[config.mk]
export PLATFORM = sky130hd
export DESIGN_NAME = dcache_direct
export DESIGN_NICKNAME = d
export VERILOG_FILES = /design/src/rtl/dcache_direct.sv
export SDC_FILE = /design/constraint.sdc
export NUM_CORES = 2
export LEC_CHECK = 0
export CAP_MARGIN = 20
export CORE_ASPECT_RATIO = 1.25
export CORE_MARGIN = 2
export CORE_UTILIZATION = 57
export CTS_CLUSTER_SIZE = 8
export DETAILED_ROUTE_END_ITERATION = 8
export DONT_BUFFER_PORTS = 1
export PLACE_DENSITY = 0.75
export RECOVER_POWER = 100
export SLEW_MARGIN = 20
export SYNTH_ARGS = -nofsm -noshare
export SYNTH_HDL_FRONTEND = slang
export SYNTH_SLANG_ARGS = --single-unit
[constraint.sdc]
create_clock -name clk -period 11.85 [get_ports clk]
set_clock_uncertainty 0.1 [all_clocks]
set_input_delay 1.185 -clock clk [delete_from_list [all_inputs] [get_ports clk]]
set_output_delay 1.185 -clock clk [all_outputs]
set_load 0.02 [all_outputs]
[src/rtl/dcache_direct.sv]
// dcache_direct
//   Direct-mapped, write-back, write-allocate data cache. It sits between
//   the CPU D-cache port and a memory that transfers whole lines.
//   Hits are answered combinationally with no stall. A miss holds
//   proc_stall high while the cache writes back a dirty victim, if there
//   is one, and then refills the line. After the refill the request
//   completes as a hit.
//
// Ports
//   clk, rst                  clock; asynchronous active-high reset
//   proc_read / proc_write    word request (write wins if both are high)
//   proc_addr[29:0]           word address {tag, index, offset[1:0]}
//   proc_wdata[31:0]          write data
//   proc_stall                request not complete this cycle
//   proc_rdata[31:0]          read data (valid when read && !stall)
//   mem_read / mem_write      registered line requests (never both high)
//   mem_addr[27:0]            registered line address {tag, index}
//   mem_wdata[127:0]          registered victim line, word 0 in [31:0]
//   mem_rdata[127:0]          refill line, valid while mem_ready is high
//   mem_ready                 one-cycle completion pulse from memory

module dcache_direct #(
    parameter int NUM_LINES = 8
) (
    input  logic           clk,
    input  logic           rst,
    input  logic           proc_read,
    input  logic           proc_write,
    input  logic [29:0]    proc_addr,
    input  logic [31:0]    proc_wdata,
    output logic           proc_stall,
    output logic [31:0]    proc_rdata,
    output logic           mem_read,
    output logic           mem_write,
    output logic [27:0]    mem_addr,
    output logic [127:0]   mem_wdata,
    input  logic [127:0]   mem_rdata,
    input  logic           mem_ready
);

    localparam int IDX_W = $clog2(NUM_LINES);
    localparam int TAG_W = 28 - IDX_W;

    typedef enum logic [1:0] {
        ST_IDLE      = 2'd0,
        ST_WRITEBACK = 2'd1,
        ST_ALLOCATE  = 2'd2
    } state_t;

    state_t                 state_r;
    logic [NUM_LINES-1:0]   valid_r;
    logic [NUM_LINES-1:0]   dirty_r;
    logic [TAG_W-1:0]       tag_arr_r  [NUM_LINES];
    logic [127:0]           data_arr_r [NUM_LINES];

    logic [1:0]             off_s;
    logic [IDX_W-1:0]       idx_s;
    logic [TAG_W-1:0]       tag_s;
    logic                   req_s;
    logic                   hit_s;
    logic                   victim_dirty_s;
    logic [127:0]           line_s;
    logic [127:0]           merged_line_s;

    assign off_s = proc_addr[1:0];
    assign idx_s = proc_addr[IDX_W+1:2];
    assign tag_s = proc_addr[29:IDX_W+2];
    assign req_s = proc_read | proc_write;

    // Lookup of the indexed line: hit detection, victim status, and write merge.
    always_comb begin
        line_s         = data_arr_r[idx_s];
        hit_s          = valid_r[idx_s] && (tag_arr_r[idx_s] == tag_s);
        victim_dirty_s = valid_r[idx_s] && dirty_r[idx_s];
        merged_line_s  = line_s;
        merged_line_s[{off_s, 5'd0} +: 32] = proc_wdata;
    end

    // Processor-side outputs: stall is combinational in IDLE and forced during a miss.
    always_comb begin
        proc_stall = 1'b1;
        proc_rdata = line_s[{off_s, 5'd0} +: 32];
        case (state_r)
            ST_IDLE: begin
                if (req_s) begin
                    proc_stall = ~hit_s;
                end else begin
                    proc_stall = 1'b0;
                end
            end
            default: begin
                proc_stall = 1'b1;
            end
        endcase
    end

    // Miss FSM with registered memory-side outputs and per-line valid/dirty flags.
    always_ff @(posedge clk or posedge rst) begin
        if (rst) begin
            state_r   <= ST_IDLE;
            mem_read  <= 1'b0;
            mem_write <= 1'b0;
            mem_addr  <= 28'd0;
            mem_wdata <= 128'd0;
            valid_r   <= {NUM_LINES{1'b0}};
            dirty_r   <= {NUM_LINES{1'b0}};
        end else begin
            case (state_r)
                ST_IDLE: begin
                    if (req_s) begin
                        if (hit_s) begin
                            if (proc_write) begin
                                dirty_r[idx_s] <= 1'b1;
                            end
                        end else if (victim_dirty_s) begin
                            // Evict first; the refill address is loaded when the write-back completes.
                            mem_write <= 1'b1;
                            mem_read  <= 1'b0;
                            mem_addr  <= {tag_arr_r[idx_s], idx_s};
                            mem_wdata <= line_s;
                            state_r   <= ST_WRITEBACK;
                        end else begin
                            mem_read  <= 1'b1;
                            mem_write <= 1'b0;
                            mem_addr  <= {tag_s, idx_s};
                            state_r   <= ST_ALLOCATE;
                        end
                    end
                end
                ST_WRITEBACK: begin
                    if (mem_ready) begin
                        mem_write <= 1'b0;
                        mem_read  <= 1'b1;
                        mem_addr  <= {tag_s, idx_s};
                        state_r   <= ST_ALLOCATE;
                    end
                end
                ST_ALLOCATE: begin
                    if (mem_ready) begin
                        mem_read       <= 1'b0;
                        valid_r[idx_s] <= 1'b1;
                        dirty_r[idx_s] <= 1'b0;
                        state_r        <= ST_IDLE;
                    end
                end
                default: begin
                    mem_read  <= 1'b0;
                    mem_write <= 1'b0;
                    state_r   <= ST_IDLE;
                end
            endcase
        end
    end

    // Tag and data arrays carry no reset; the valid bits alone qualify them.
    always_ff @(posedge clk) begin
        if ((state_r == ST_ALLOCATE) && mem_ready) begin
            data_arr_r[idx_s] <= mem_rdata;
            tag_arr_r[idx_s]  <= tag_s;
        end else if ((state_r == ST_IDLE) && proc_write && hit_s) begin
            data_arr_r[idx_s] <= merged_line_s;
        end
    end

endmodule

==> results.md <==
- The y dimension of the die is 353 um.
- The initial DRC count is 4846.
- The tree is rooted in a sky130_fd_sc_hd__clkbuf_16.
- The count of distinct cell types in the synthesized netlist is 55.
- For the worst flop-to-flop path, the logic depth is 10.
- Compared with the post-synthesis result, the final layout area differs by 12.4%.
- After synthesis, the share of flip-flops with an asynchronous set or reset is 12.5%.
- The tool flagged a number of max-cap violations equal to 19.
- The synthesized area is 55600 um2.
- The completed layout was analyzed and its total power is 0.0131 W.
- Ranked by instance count, the synthesized netlist is headed by 1224 x sky130_fd_sc_hd__edfxtp_1, 320 x sky130_fd_sc_hd__a22oi_1, 230 x sky130_fd_sc_hd__mux2_1.
- The max-slew violation count is 1412.
- The capture point of the worst reg-to-reg path is data_arr_r[2][52].
- Timing would allow up to 115 MHz.
- The synthesized design contains 1224 enable-type register cells.
- The number of buffers added on ports is 0.
- Using the TritonRoute via totals, the vias-per-cell ratio works out to 6.77.
- After the last flow step, the layout net total stands at 3570.
- The largest single stage delay on the critical path is 3.06 ns.
- For this design the ratio of total power to cell area is 209 nW/um2.
- After layout, the worst path uses 73.3% of the clock period.
- The number of global-route vias before repair came to 33800.
- The cell area after layout is 62500 um2.
- Summed over all instances, the cell type with the most area after synthesis is sky130_fd_sc_hd__edfxtp_1.
- Buffers added to address setup during post-CTS repair amount to 0.
- The sequential-to-total area share from yosys stat is 74.0%.
- The CTS buffer count is 192.
- Yosys printed 0 warnings.
- The number of top-level design ports is 386.
- After global routing the overflow that remains totals 0.
- The TritonCTS clock tree is done.
- The fraction of final layout cells sized beyond drive strength 1 is 12.1%.
- Setup repair after global routing left no endpoint under its margin.
- The register-to-register setup slack is 4.19 ns.
- The post-synth net total is 3528.
- Counting every instance in the synthesized netlist gives 3328.
- The maximum number of pins on one net before global-route repair is 159.
- Once routing completed, OpenROAD measured the worst setup slack at 3.16 ns.
- The aggregate negative setup slack is 0 ns.
- The chip width is 283 um.
- The startpoint of the tightest hold check path is valid_r[1].
- For the worst-skew pair, the clock arrives at the later sink with an insertion delay of 0.80 ns.
- Measured against its own limit, the worst slew margin works out to -302%.
- Setup violations remaining at the end of the flow were counted as 0.
- The predominant post-synthesis flop cell is sky130_fd_sc_hd__edfxtp_1.
- For hold timing, the worst endpoint is valid_r[1].
- The placement row count is 128.
- Traced cell by cell, the critical path runs through nor2b_1 > clkbuf_1 > and2_4 > clkbuf_1 > a22oi_1 > nand4_1 > mux4_2.
- The peak supply drop is 0.169 mV.
- The run finished, with violations left.
- Global routing consumed, over all layers together, 31.8% of the routing resources.
- The startpoint identified for the worst register-to-register timing path is tag_arr_r[5][4].
- The number of search-and-repair iterations in the first detailed-routing pass is 8.
- The kind of start point of the critical path is a primary input.
- The per-cell routed wire length is 32.6 um.
- A synthesized cell averages 16.7 um2.
- The static leakage power is 20.9 nW.
- The vias after detailed routing is 33000.
- The actual transition at the worst max-transition pin is 6.03 ns.
- STA puts the critical path data arrival time at 7.40 ns.
- The maximum number of buffers from clock root to sink is 3.
- In the routed design, unresolved DRC markers number 3.
- The leading cell type by number of instances after synthesis is sky130_fd_sc_hd__edfxtp_1.
- The worst hold path belongs to the class reg -> reg.
- The post-cts resize count is 0.
- Subtracting the final worst setup slack from the clock period gives 8.69 ns.
- The most numerous cell on the critical path is sky130_fd_sc_hd__clkbuf_1.
- After floorplanning, the core was sized to cover 97100 um2.
- The total cell area at the placement stage is 56900 um2.
- By area the synthesized netlist is led by sky130_fd_sc_hd__edfxtp_1 66%, sky130_fd_sc_hd__dfrtp_1 7.9%, sky130_fd_sc_hd__mux2_1 4.7%.
- The first global-routing pass estimated 231 mm of wire.
- In this run the remaining antenna-violating nets after routing total 0.
- The total length of routed wires is 159 mm.
- The HPWL after detailed placement is 87.8 mm.
- The critical path class is in -> out.
- Once the floorplan was initialized, standard cells occupied 57.3% of the core.
- Along the worst hold path, the cell count comes to 1.
- The synthesized design devotes to its leading area cell type 66.1% of total area.
- The highest net fanout along the worst path is 73.
- The number of antenna violations at the first check in global routing is 48.
- The critical path capture point type is an output port.
- The final reports fail on DRC, capacitance limit, slew limit.
- The number of hold-slack violations in the final timing report is 0.
- The number of hold buffers added after CTS was 0.
- After clock tree synthesis, the clock-pin slew on the worst setup and hold paths is 0.05 ns.
- For the worst setup path, the data required time is 10.57 ns.
- At the end of routability-driven placement, the weighted congestion stood at 0.912.
- The die area is 100000 um2.
- The largest individual stage delay along the critical path comes from the cell sky130_fd_sc_hd__clkbuf_1.
- In this run the number of H-tree levels came out at 4.
- The worst setup slack after placement is 5.59 ns.
- The synthesized design contains 1399 register bits.
- The TritonCTS sink count is 1399.
-- cell usage in the layout (no fill, tap or decap), types with 4 or more instances in the layout --
| cell type | synthesis | final |
|---|---|---|
| sky130_fd_sc_hd__clkbuf_16 | 0 | 196 |
| sky130_fd_sc_hd__a21oi_1 | 33 | 34 |
| sky130_fd_sc_hd__nand3_1 | 54 | 54 |
| sky130_fd_sc_hd__nor2b_1 | 5 | 4 |
| sky130_fd_sc_hd__xnor2_1 | 4 | 4 |
| sky130_fd_sc_hd__a22oi_1 | 320 | 320 |
| sky130_fd_sc_hd__a221oi_1 | 57 | 57 |
| sky130_fd_sc_hd__o21ai_0 | 160 | 161 |
| sky130_fd_sc_hd__o211ai_1 | 9 | 9 |
| sky130_fd_sc_hd__clkbuf_2 | 0 | 7 |
| sky130_fd_sc_hd__or2_2 | 9 | 9 |
| sky130_fd_sc_hd__nor2_1 | 57 | 50 |
| sky130_fd_sc_hd__o22ai_1 | 12 | 12 |
| sky130_fd_sc_hd__mux2i_1 | 73 | 73 |
| sky130_fd_sc_hd__buf_4 | 17 | 34 |
| sky130_fd_sc_hd__mux2_2 | 81 | 69 |
| sky130_fd_sc_hd__edfxtp_1 | 1224 | 1224 |
| sky130_fd_sc_hd__o31ai_1 | 7 | 7 |
| sky130_fd_sc_hd__nand2_1 | 185 | 185 |
| sky130_fd_sc_hd__clkinv_16 | 0 | 4 |
| sky130_fd_sc_hd__a221o_1 | 16 | 16 |
| sky130_fd_sc_hd__a222oi_1 | 9 | 9 |
| sky130_fd_sc_hd__mux4_2 | 75 | 75 |
| sky130_fd_sc_hd__inv_1 | 142 | 141 |
| sky130_fd_sc_hd__or3_1 | 8 | 8 |
| sky130_fd_sc_hd__a22o_1 | 52 | 52 |
| sky130_fd_sc_hd__diode_2 | 0 | 41 |
| sky130_fd_sc_hd__nand4_1 | 56 | 56 |
| sky130_fd_sc_hd__nor4_1 | 4 | 4 |
| sky130_fd_sc_hd__xor2_1 | 10 | 10 |
| sky130_fd_sc_hd__dfrtp_1 | 175 | 175 |
| sky130_fd_sc_hd__nor3_1 | 10 | 7 |
| sky130_fd_sc_hd__clkbuf_1 | 112 | 169 |
| sky130_fd_sc_hd__nor2_4 | 0 | 7 |
| sky130_fd_sc_hd__mux2_1 | 230 | 242 |
-- worst max-delay path by stage --
stage               depth (start not counted)                to    startpoint
floorplan                                  11  data_arr_r[3][0]  proc_addr[4]
global placement                           10    mem_wdata[120]  proc_addr[2]
detailed placement                         10    mem_wdata[112]  proc_addr[2]
CTS                                         6     proc_rdata[8]  proc_addr[2]
global route                                7     proc_rdata[0]  proc_addr[2]
finish                                      7     proc_rdata[0]  proc_addr[3]
-- per-stage QoR --
stage	instances	hold slack (ns)	utilization, %
floorplan	3328	0.334	-
global placement	4476	0.346	58.7
detailed placement	4476	0.353	58.7
CTS	4837	0.313	64.5
global route	4857	0.345	64.3
finish	4878	0.364	64.4
-- where the power goes --
part,internal [W],switching (W)
clock network,0.00310,0.00204
registers,0.00593,0.000715
logic,0.000466,0.000799
-- area by class of cell --
class	instances	area, um2
multi-input cells	1578	13000
repair buffers	56	347
inverters	143	538
clock inverters	11	223
flip-flops and latches	1399	41100
fillers	6550	34600
well taps	1300	1630
diodes	41	103
clock buffers	350	5480
-- per-layer routing --
metal	global-route usage (%)	vias up	share of wire, %
li1	-	13400	-
met1	39.3	16600	34
met2	47.7	2515	46
met3	12.4	478	14
met4	19.2	32	5.5
met5	0	-	0.13
-- state kept, by name, summed over array words and instances, names as in the netlist, named ones only --
signal / count
state_r: 2
mem_addr: 28
mem_wdata: 128
valid_r: 8
data_arr_r: 1024
tag_arr_r: 200
mem_write: 1
-- critical path: cells and delay by family --
family | cells | cell delay, ns
simple gates | 3 | 1.48
buf+inv | 2 | 3.72
mux | 1 | 0.40
compound gates | 1 | 0.44
-- cells by family after synthesis --
logic type / Yosys count / share of synthesized area, %
muxes: 459 / 10.7
xor gates and xnor gates: 14 / 0.221
DFF: 1399 / 74.0
adders and majority gates: 5 / 0.113
buffers and inverters: 351 / 2.76
AOI/OAI and AO/OA: 691 / 8.82
and+or+nand+nor: 409 / 3.43
(Power assumes the default switching activity.)
